**config.mk**
```make
export PLATFORM = sky130hd
export DESIGN_NAME = multi_issue_instr_buffer_flat
export DESIGN_NICKNAME = d
export VERILOG_FILES = /design/src/rtl/multi_issue_instr_buffer_if.sv /design/src/rtl/multi_issue_instr_buffer.sv /design/src/flat_wrapper.sv
export SDC_FILE = /design/constraint.sdc
export NUM_CORES = 2
export LEC_CHECK = 0
export BUFFER_PORTS_ARGS = -buffer_cell sky130_fd_sc_hd__buf_2
export CAP_MARGIN = 20
export CORE_MARGIN = 1
export CORE_UTILIZATION = 45
export CTS_CLUSTER_DIAMETER = 200
export DETAILED_ROUTE_END_ITERATION = 7
export GPL_ROUTABILITY_DRIVEN = 0
export PLACE_DENSITY = 0.66
export SLEW_MARGIN = 10
export SYNTH_ARGS = -nofsm -noshare
export SYNTH_HDL_FRONTEND = slang
export SYNTH_SLANG_ARGS = --single-unit
```
**constraint.sdc**
```tcl
create_clock -name clk -period 16.65 [get_ports clk]
set_clock_uncertainty 0.1 [all_clocks]
set_input_delay 3.33 -clock clk [delete_from_list [all_inputs] [get_ports clk]]
set_output_delay 3.33 -clock clk [all_outputs]
set_load 0.05 [all_outputs]
```
**src/rtl/multi_issue_instr_buffer_if.sv**
```systemverilog
// Entry type and fetch/decode bus for multi_issue_instr_buffer.
// The slave modport is the buffer's view; master is the frontend/decode environment.
package multi_issue_instr_buffer_pkg;

  typedef struct packed {
    logic        valid;
    logic [31:0] pc;
    logic [31:0] instr;
    logic        excp;
    logic [5:0]  excp_num;
    logic [5:0]  ftq_id;
    logic        bpu_taken;
    logic [31:0] bpu_target;
    logic        is_last_in_block;
  } instr_buffer_info_t;

endpackage

interface multi_issue_instr_buffer_if #(
  parameter int IF_WIDTH     = 2,
  parameter int DECODE_WIDTH = 2,
  parameter int DEPTH        = 16
);
  localparam int CNT_W = $clog2(DEPTH) + 1;

  logic                                                         flush;
  multi_issue_instr_buffer_pkg::instr_buffer_info_t [IF_WIDTH-1:0]     frontend_instr;
  logic                                                         frontend_accept;
  multi_issue_instr_buffer_pkg::instr_buffer_info_t [DECODE_WIDTH-1:0] backend_instr;
  logic [DECODE_WIDTH-1:0]                                      backend_accept;
  logic [CNT_W-1:0]                                             count;

  modport master (
    output flush, frontend_instr, backend_accept,
    input  frontend_accept, backend_instr, count
  );

  modport slave (
    input  flush, frontend_instr, backend_accept,
    output frontend_accept, backend_instr, count
  );

endinterface

```
**src/rtl/multi_issue_instr_buffer.sv**
```systemverilog
// Circular instruction buffer: compacts sparse fetch groups and presents the oldest entries to decode.
// Optional macro IB_BLOCK_BOUNDARY_EN stops decode issue after an entry marked is_last_in_block.
module multi_issue_instr_buffer
  import multi_issue_instr_buffer_pkg::*;
#(
  parameter int IF_WIDTH     = 2,
  parameter int DECODE_WIDTH = 2,
  parameter int DEPTH        = 16
) (
  input logic clk,
  input logic rst,
  multi_issue_instr_buffer_if.slave bus
);

  localparam int PTR_W = $clog2(DEPTH);
  localparam int CNT_W = PTR_W + 1;
  localparam logic [CNT_W-1:0] ACCEPT_LIMIT = CNT_W'(DEPTH - IF_WIDTH);

  instr_buffer_info_t mem [DEPTH];
  logic [PTR_W-1:0]   head;
  logic [PTR_W-1:0]   tail;
  logic [CNT_W-1:0]   cnt;

  logic                                  accept;
  logic                                  push_en;
  logic [CNT_W-1:0]                      push_cnt;
  logic [CNT_W-1:0]                      pop_cnt;
  logic [PTR_W-1:0]                      slot [IF_WIDTH];
  instr_buffer_info_t [DECODE_WIDTH-1:0] present;

  // Only the registered count gates acceptance, so a same-cycle pop never frees room.
  assign accept = (cnt <= ACCEPT_LIMIT);

  always_comb begin
    logic [PTR_W-1:0] offset;
    offset   = '0;
    push_cnt = '0;
    for (int l = 0; l < IF_WIDTH; l++) begin
      slot[l] = tail + offset;
      if (bus.frontend_instr[l].valid) begin
        offset   = offset + PTR_W'(1);
        push_cnt = push_cnt + CNT_W'(1);
      end
    end
    push_en = accept && (push_cnt != '0);
  end

  always_comb begin
    logic stop;
    stop    = 1'b0;
    present = '0;
    for (int i = 0; i < DECODE_WIDTH; i++) begin
      if (!stop && (CNT_W'(i) < cnt)) begin
        present[i] = mem[head + PTR_W'(i)];
`ifdef IB_BLOCK_BOUNDARY_EN
        stop = mem[head + PTR_W'(i)].is_last_in_block;
`endif
      end
    end
  end

  // Pop only the unbroken run of accepted, presented lanes starting at lane 0.
  always_comb begin
    logic run;
    run     = 1'b1;
    pop_cnt = '0;
    for (int i = 0; i < DECODE_WIDTH; i++) begin
      run = run && bus.backend_accept[i] && present[i].valid;
      if (run) begin
        pop_cnt = pop_cnt + CNT_W'(1);
      end
    end
  end

  always_ff @(posedge clk) begin
    if (rst || bus.flush) begin
      head <= '0;
      tail <= '0;
      cnt  <= '0;
      for (int k = 0; k < DEPTH; k++) begin
        mem[k].valid <= 1'b0;
      end
    end else begin
      if (push_en) begin
        for (int l = 0; l < IF_WIDTH; l++) begin
          if (bus.frontend_instr[l].valid) begin
            mem[slot[l]] <= bus.frontend_instr[l];
          end
        end
        tail <= tail + push_cnt[PTR_W-1:0];
      end
      head <= head + pop_cnt[PTR_W-1:0];
      cnt  <= cnt + (push_en ? push_cnt : '0) - pop_cnt;
    end
  end

  assign bus.frontend_accept = accept;
  assign bus.backend_instr   = present;
  assign bus.count           = cnt;

endmodule

```
**src/flat_wrapper.sv**
```systemverilog
// flat-port wrapper written by rule: the top's interface ports become plain ports
module multi_issue_instr_buffer_flat import multi_issue_instr_buffer_pkg::*;
#(
  parameter int IF_WIDTH     = 2,
  parameter int DECODE_WIDTH = 2,
  parameter int DEPTH        = 16
)
  (clk, rst, bus_flush, bus_frontend_instr, bus_backend_accept, bus_frontend_accept, bus_backend_instr, bus_count);
  multi_issue_instr_buffer_if #(.IF_WIDTH(IF_WIDTH), .DECODE_WIDTH(DECODE_WIDTH), .DEPTH(DEPTH)) bus_i ();
  input logic clk;
  input logic rst;
  input wire logic [$bits(bus_i.flush)-1:0] bus_flush;
  input wire logic [$bits(bus_i.frontend_instr)-1:0] bus_frontend_instr;
  input wire logic [$bits(bus_i.backend_accept)-1:0] bus_backend_accept;
  output wire logic [$bits(bus_i.frontend_accept)-1:0] bus_frontend_accept;
  output wire logic [$bits(bus_i.backend_instr)-1:0] bus_backend_instr;
  output wire logic [$bits(bus_i.count)-1:0] bus_count;
  assign bus_i.flush = bus_flush;
  assign bus_i.frontend_instr = bus_frontend_instr;
  assign bus_i.backend_accept = bus_backend_accept;
  assign bus_frontend_accept = bus_i.frontend_accept;
  assign bus_backend_instr = bus_i.backend_instr;
  assign bus_count = bus_i.count;
  multi_issue_instr_buffer #(.IF_WIDTH(IF_WIDTH), .DECODE_WIDTH(DECODE_WIDTH), .DEPTH(DEPTH)) u_core (.clk(clk), .rst(rst), .bus(bus_i));
endmodule
```
## After elaboration in Yosys (flattened, before gate mapping)

Memory sizes are Yosys's and may differ from the RTL's. A register that Yosys moved wholly into a read port is not among the register bits.
Cells that the tools add are included.

- RAM bits: 1792
- Memories kept: 1
- Register bits after elaboration: 13
- Word-level logic and storage cells: 48

- Reduce and logical (&&, ||, !) cells: 8
- Multiplexer cells: 25
- Add/sub/neg operators: 8
- Order comparisons: 3

Memories:

| name | words | width | read ports | clocked after memory_dff | wr ports | line | RTL |
|---|---|---|---|---|---|---|---|
| u_core.mem | 16 | 112 | 2 | 1 | 16 | multi_issue_instr_buffer.sv:19 | `instr_buffer_info_t mem [DEPTH];` |

Operators with widths:

| operator | number |
|---|---|
| $mux W112 | 4 |
| $reduce_or A112 Y1 | 2 |
| $mux W5 | 3 |
| $mux W1 | 13 |
| $mux W4 | 3 |
| $lt A1 B5 Y1 const A | 2 |
| $add A4 B4 Y4 | 2 |
| $add A5 B5 Y5 | 1 |
| $le A5 B4 Y1 const B | 1 |
| $reduce_bool A5 Y1 | 1 |
| $sub A5 B5 Y5 | 1 |
| $add A1 B1 Y2 const B | 2 |
| $add A4 B1 Y4 | 1 |
| $add A4 B1 Y4 const B | 1 |
| $logic_and A1 B1 Y1 | 4 |
| $mux W2 | 2 |
| $logic_or A1 B1 Y1 | 1 |

## Logic depth before layout (Yosys ltp)

- Depth in word-level cells: 10
- Gate-level depth with buffers: 18
- Gate-level depth less buffers: 16

## Worst setup path before layout

OpenSTA, ideal clock, no wires.

- Kind: in2reg
- From: input port bus_frontend_instr[111]
- To: memory u_core.mem[6][111] (netlist name) (enable)
- Path buffers: 3
- Data required time: 16.218 ns
- Data arrival time: 13.219 ns
- Setup slack: 2.999 ns
- Library setup time: 0.332 ns
- Stages: 9
- Cell sequence: inv_1 ha_1 nand2b_1 buf_4 or4_1 clkbuf_1 clkbuf_1 o21ai_0 or2_2

RTL lines:

| what | line | RTL |
|---|---|---|
| start, declared | flat_wrapper.sv:13 | `input wire logic [$bits(bus_i.frontend_instr)-1:0] bus_frontend_instr;` |
| end, declared | multi_issue_instr_buffer.sv:19 |  |

## Worst setup path in the final report

- From: register u_core.head[0]
- To: output port bus_backend_instr[220]

- Word-level cells in the longest chain between the ends: 3

RTL lines:

| what | line | RTL |
|---|---|---|
| start, declared | multi_issue_instr_buffer.sv:20 | `logic [PTR_W-1:0] head;` |
| start signal, assigned | multi_issue_instr_buffer.sv:92 | `head <= head + pop_cnt[PTR_W-1:0];` |
| $add A4 B1 Y4 | multi_issue_instr_buffer.sv:54 | `present[i] = mem[head + PTR_W'(i)];` |
| $mem_v2 Z16 W112 | n/a |  |
| $mux W112 | multi_issue_instr_buffer.sv:53 | `if (!stop && (CNT_W'(i) < cnt)) begin` |
| end, declared | flat_wrapper.sv:16 | `output wire logic [$bits(bus_i.backend_instr)-1:0] bus_backend_instr;` |

Every way passes these cells.

==> results.cfg <==
[worst_setup_path]
crit_fanout = 130
cp.arrival_ns = 6.70
critPathCaptureType = output port
critPathKind = register to output port
start_kind = register
crit_required_ns = 13.22

[route]
drc = 0
first_iter_violations = 13700
wire_per_inst_um = 36.1
via_count = 87500
drtPass1Iterations = 7
wirelength_mm = 436
vias_per_cell = 7.26
ant_nets = 0

[timing]
slew_viol_final = 0
min_period_over_period_pct = 60.8
worstMarginPinSlew_ns = 1.27
setup_violations = 0
grt_setup_unrepaired = false
finalHoldViolations = 0
period_minus_slack_ns = 10.13
fmax_ghz = 0.0987
slew_headroom_pct = 15.2
finalSetupTns_ns = 0
final.setup.worst_slack_ns = 6.52

[pwr]
swShare_pct = 36.0
p_leak_nw = 42.3
intPower_mw = 8.16
clockPowerShare_pct = 35.1
seqPwrFrac_pct = 39.4
pwr-share-comb_pct = 25.4
peakVddDrop_mv = 0.154
p_per_area_nw_per_um2 = 103
p_switching_mw = 4.58
total_power_mw = 12.7

[logic_synthesis]
synth_edf_count = 1792
synth.area.mux_share_pct = 30.0
synth_fa_ha_area_share_pct = 0.260
yosysWarnings = 0
synth-seq-cells = 1805
syn_nets = 8943
synth_xor_area_share_pct = 0.0623
synth.top_cells.by_count = 1792 x edfxtp_1, 1008 x mux4_2, 910 x nand2_1, 905 x nor2_1, 884 x mux2_2
yosys.area.top_type = edfxtp_1
synth_async_sr_flop_share_pct = 0
yosysSeqAreaShare_pct = 48.0
netlist_instances = 8693
synth.avg_cell_area_um2 = 12.9
synth_top_family_by_area = multiplexers
synth_area_um2 = 113000
yosys.area_share.simple_pct = 8.83
synth_most_common_cell = edfxtp_1
synth.distinct_cells = 48
yosysTopAreaCellShare_pct = 47.8
synth_area_leaders = edfxtp_1 48%, mux4_2 20%, mux2_2 8.8%
synth_top_flop_cell = edfxtp_1
synth_compound_area_share_pct = 8.49

[die]
start_util_pct = 45.3
dieArea_um2 = 252000
die_h_um = 502
io_pins = 459
fp.dieW_um = 502
rows = 183
core_um2 = 249000

[placement]
dp.cells = 11600
io_buffers = 458
preCtsSetupSlack_ns = 7.36
dp_hpwl_mm = 227

[layout]
fillCellCount = 21100
drive_above_1_share_pct = 33.1
finish.utilization_pct = 49.6
multi_input_area_um2 = 54100
fin_cells = 12100
area_delta_synth_final_pct = 9.63
fin_nets = 8763
ff_latch_area_um2 = 54100

[cts]
cts.clk_slew.worst_paths_ns = 0.07
clock-root-buffer = clkbuf_16
cts_tree = done
cts_buffer_depth = 3
clkLatencyLatePin_ns = 0.89
cts_sinks = 1805
cts_max_level = 4
postCtsHoldBufs = 0
cts_resized = 0
numCtsBuffers = 200
post-cts-setup-buffers = 0

[global_route]
track_usage_pct = 33.9
grt_max_degree = 180
overflow = 0
grt_pass1_wl_mm = 614
antenna_found_initial = 115
grt_pass1_vias = 86000

[min_path]
hp-class = register to register

[status]
status = complete, no violations

[run]
max_cap_viol_count = 0
==> critical path: stages, from the launching register on <==
cell and delay (ns):
dfxtp_4 0.84, buf_4 0.76, buf_12 0.67, buf_4 0.84
buf_4 0.84, mux4_2 0.34, nor2b_1 0.13, a211oi_1 0.06
a211oi_1 0.65, buf_2 0.39
==> cells by family (layout without fill, tap and decap cells) <==
logic type	after synthesis	count (layout)
compound gates	1395	1395
xor+xnor	8	8
fa+ha+maj	21	21
buf+inv	1147	1132
flops	1805	1805
mux	2007	2007
other cells	0	53
simple gates	2310	2310
==> final timing paths <==
path,slack (ns),endpoint,start,depth (start not counted)
setup / recovery,6.52,bus_backend_instr[220],u_core.head[0],9
hold / removal,0.51,u_core.tail[0],u_core.tail[0],2
setup reg to reg,10.25,u_core.bus.count[4],u_core.head[0],15
hold reg to reg,0.51,u_core.tail[0],u_core.tail[0],2
==> cell type report <==
type / instances / share of cell area, %
antenna: 53 / 0.107
multi-input combinational: 5741 / 43.8
tap: 3330 / 3.38
clock buffer: 258 / 4.32
inverter: 128 / 0.389
sequential: 1805 / 43.8
timing repair buffer: 637 / 3.27
clock inverter: 109 / 0.863
==> layout by cell type, fill, tap and decap left out, types with 7 or more instances in the layout <==
| cell type | instances |
|---|---|
| dfxtp_1 | 9 |
| buf_12 | 29 |
| a21oi_1 | 7 |
| buf_2 | 459 |
| clkinv_2 | 33 |
| and2_1 | 7 |
| clkinv_1 | 39 |
| nand3_1 | 7 |
| nor2_1 | 902 |
| o31ai_1 | 444 |
| nor2b_1 | 228 |
| mux2i_1 | 111 |
| clkbuf_16 | 203 |
| bufinv_16 | 16 |
| or2_2 | 9 |
| edfxtp_1 | 1792 |
| clkinvlp_4 | 8 |
| o21ai_4 | 12 |
| o21ai_1 | 17 |
| diode_2 | 53 |
| mux4_2 | 1008 |
| a211oi_1 | 222 |
| nand4_1 | 224 |
| o21ai_0 | 442 |
| o211ai_1 | 8 |
| buf_4 | 144 |
| a211o_1 | 222 |
| mux2_2 | 884 |
| ha_1 | 16 |
| clkbuf_1 | 51 |
| nand2_1 | 898 |
| inv_1 | 128 |
| nand2_4 | 12 |
==> metal layers <==
layer	wire [µm]	share of wire, %	global-route usage [%]
met1	153000	35	44.1
met2	193000	44	50.9
met3	67400	15	10.9
met4	22800	5.2	17.0
met5	481	0.11	0
==> power groups by stage <==
stage	Clock (mW)	Sequential (mW)	Combinational, mW
finish	4.48	5.03	3.24
global route	4.63	5.03	3.31
CTS	4.46	5.02	3.17
detailed placement	0	5.12	3.17
global placement	0	5.12	3.15
floorplan	0	5.13	2.02
==> state kept, by name (all words and copies together) (netlist names) <==
signal / flops
u_core.mem: 1792
u_core.bus.count: 5
u_core.head: 4
u_core.tail: 4
==> metrics by stage <==
| stage | hold WS (ns) | instance area, µm² |
|---|---|---|
| 6_report | 0.508 | 123000 |
| 5_1_grt | 0.532 | 123000 |
| 3_5_place_dp | 0.494 | 117000 |
| 2_1_floorplan | 0.446 | 113000 |
| 3_3_place_gp | 0.477 | 117000 |
| 4_1_cts | 0.501 | 123000 |
Power figures use the tool's default switching activity.
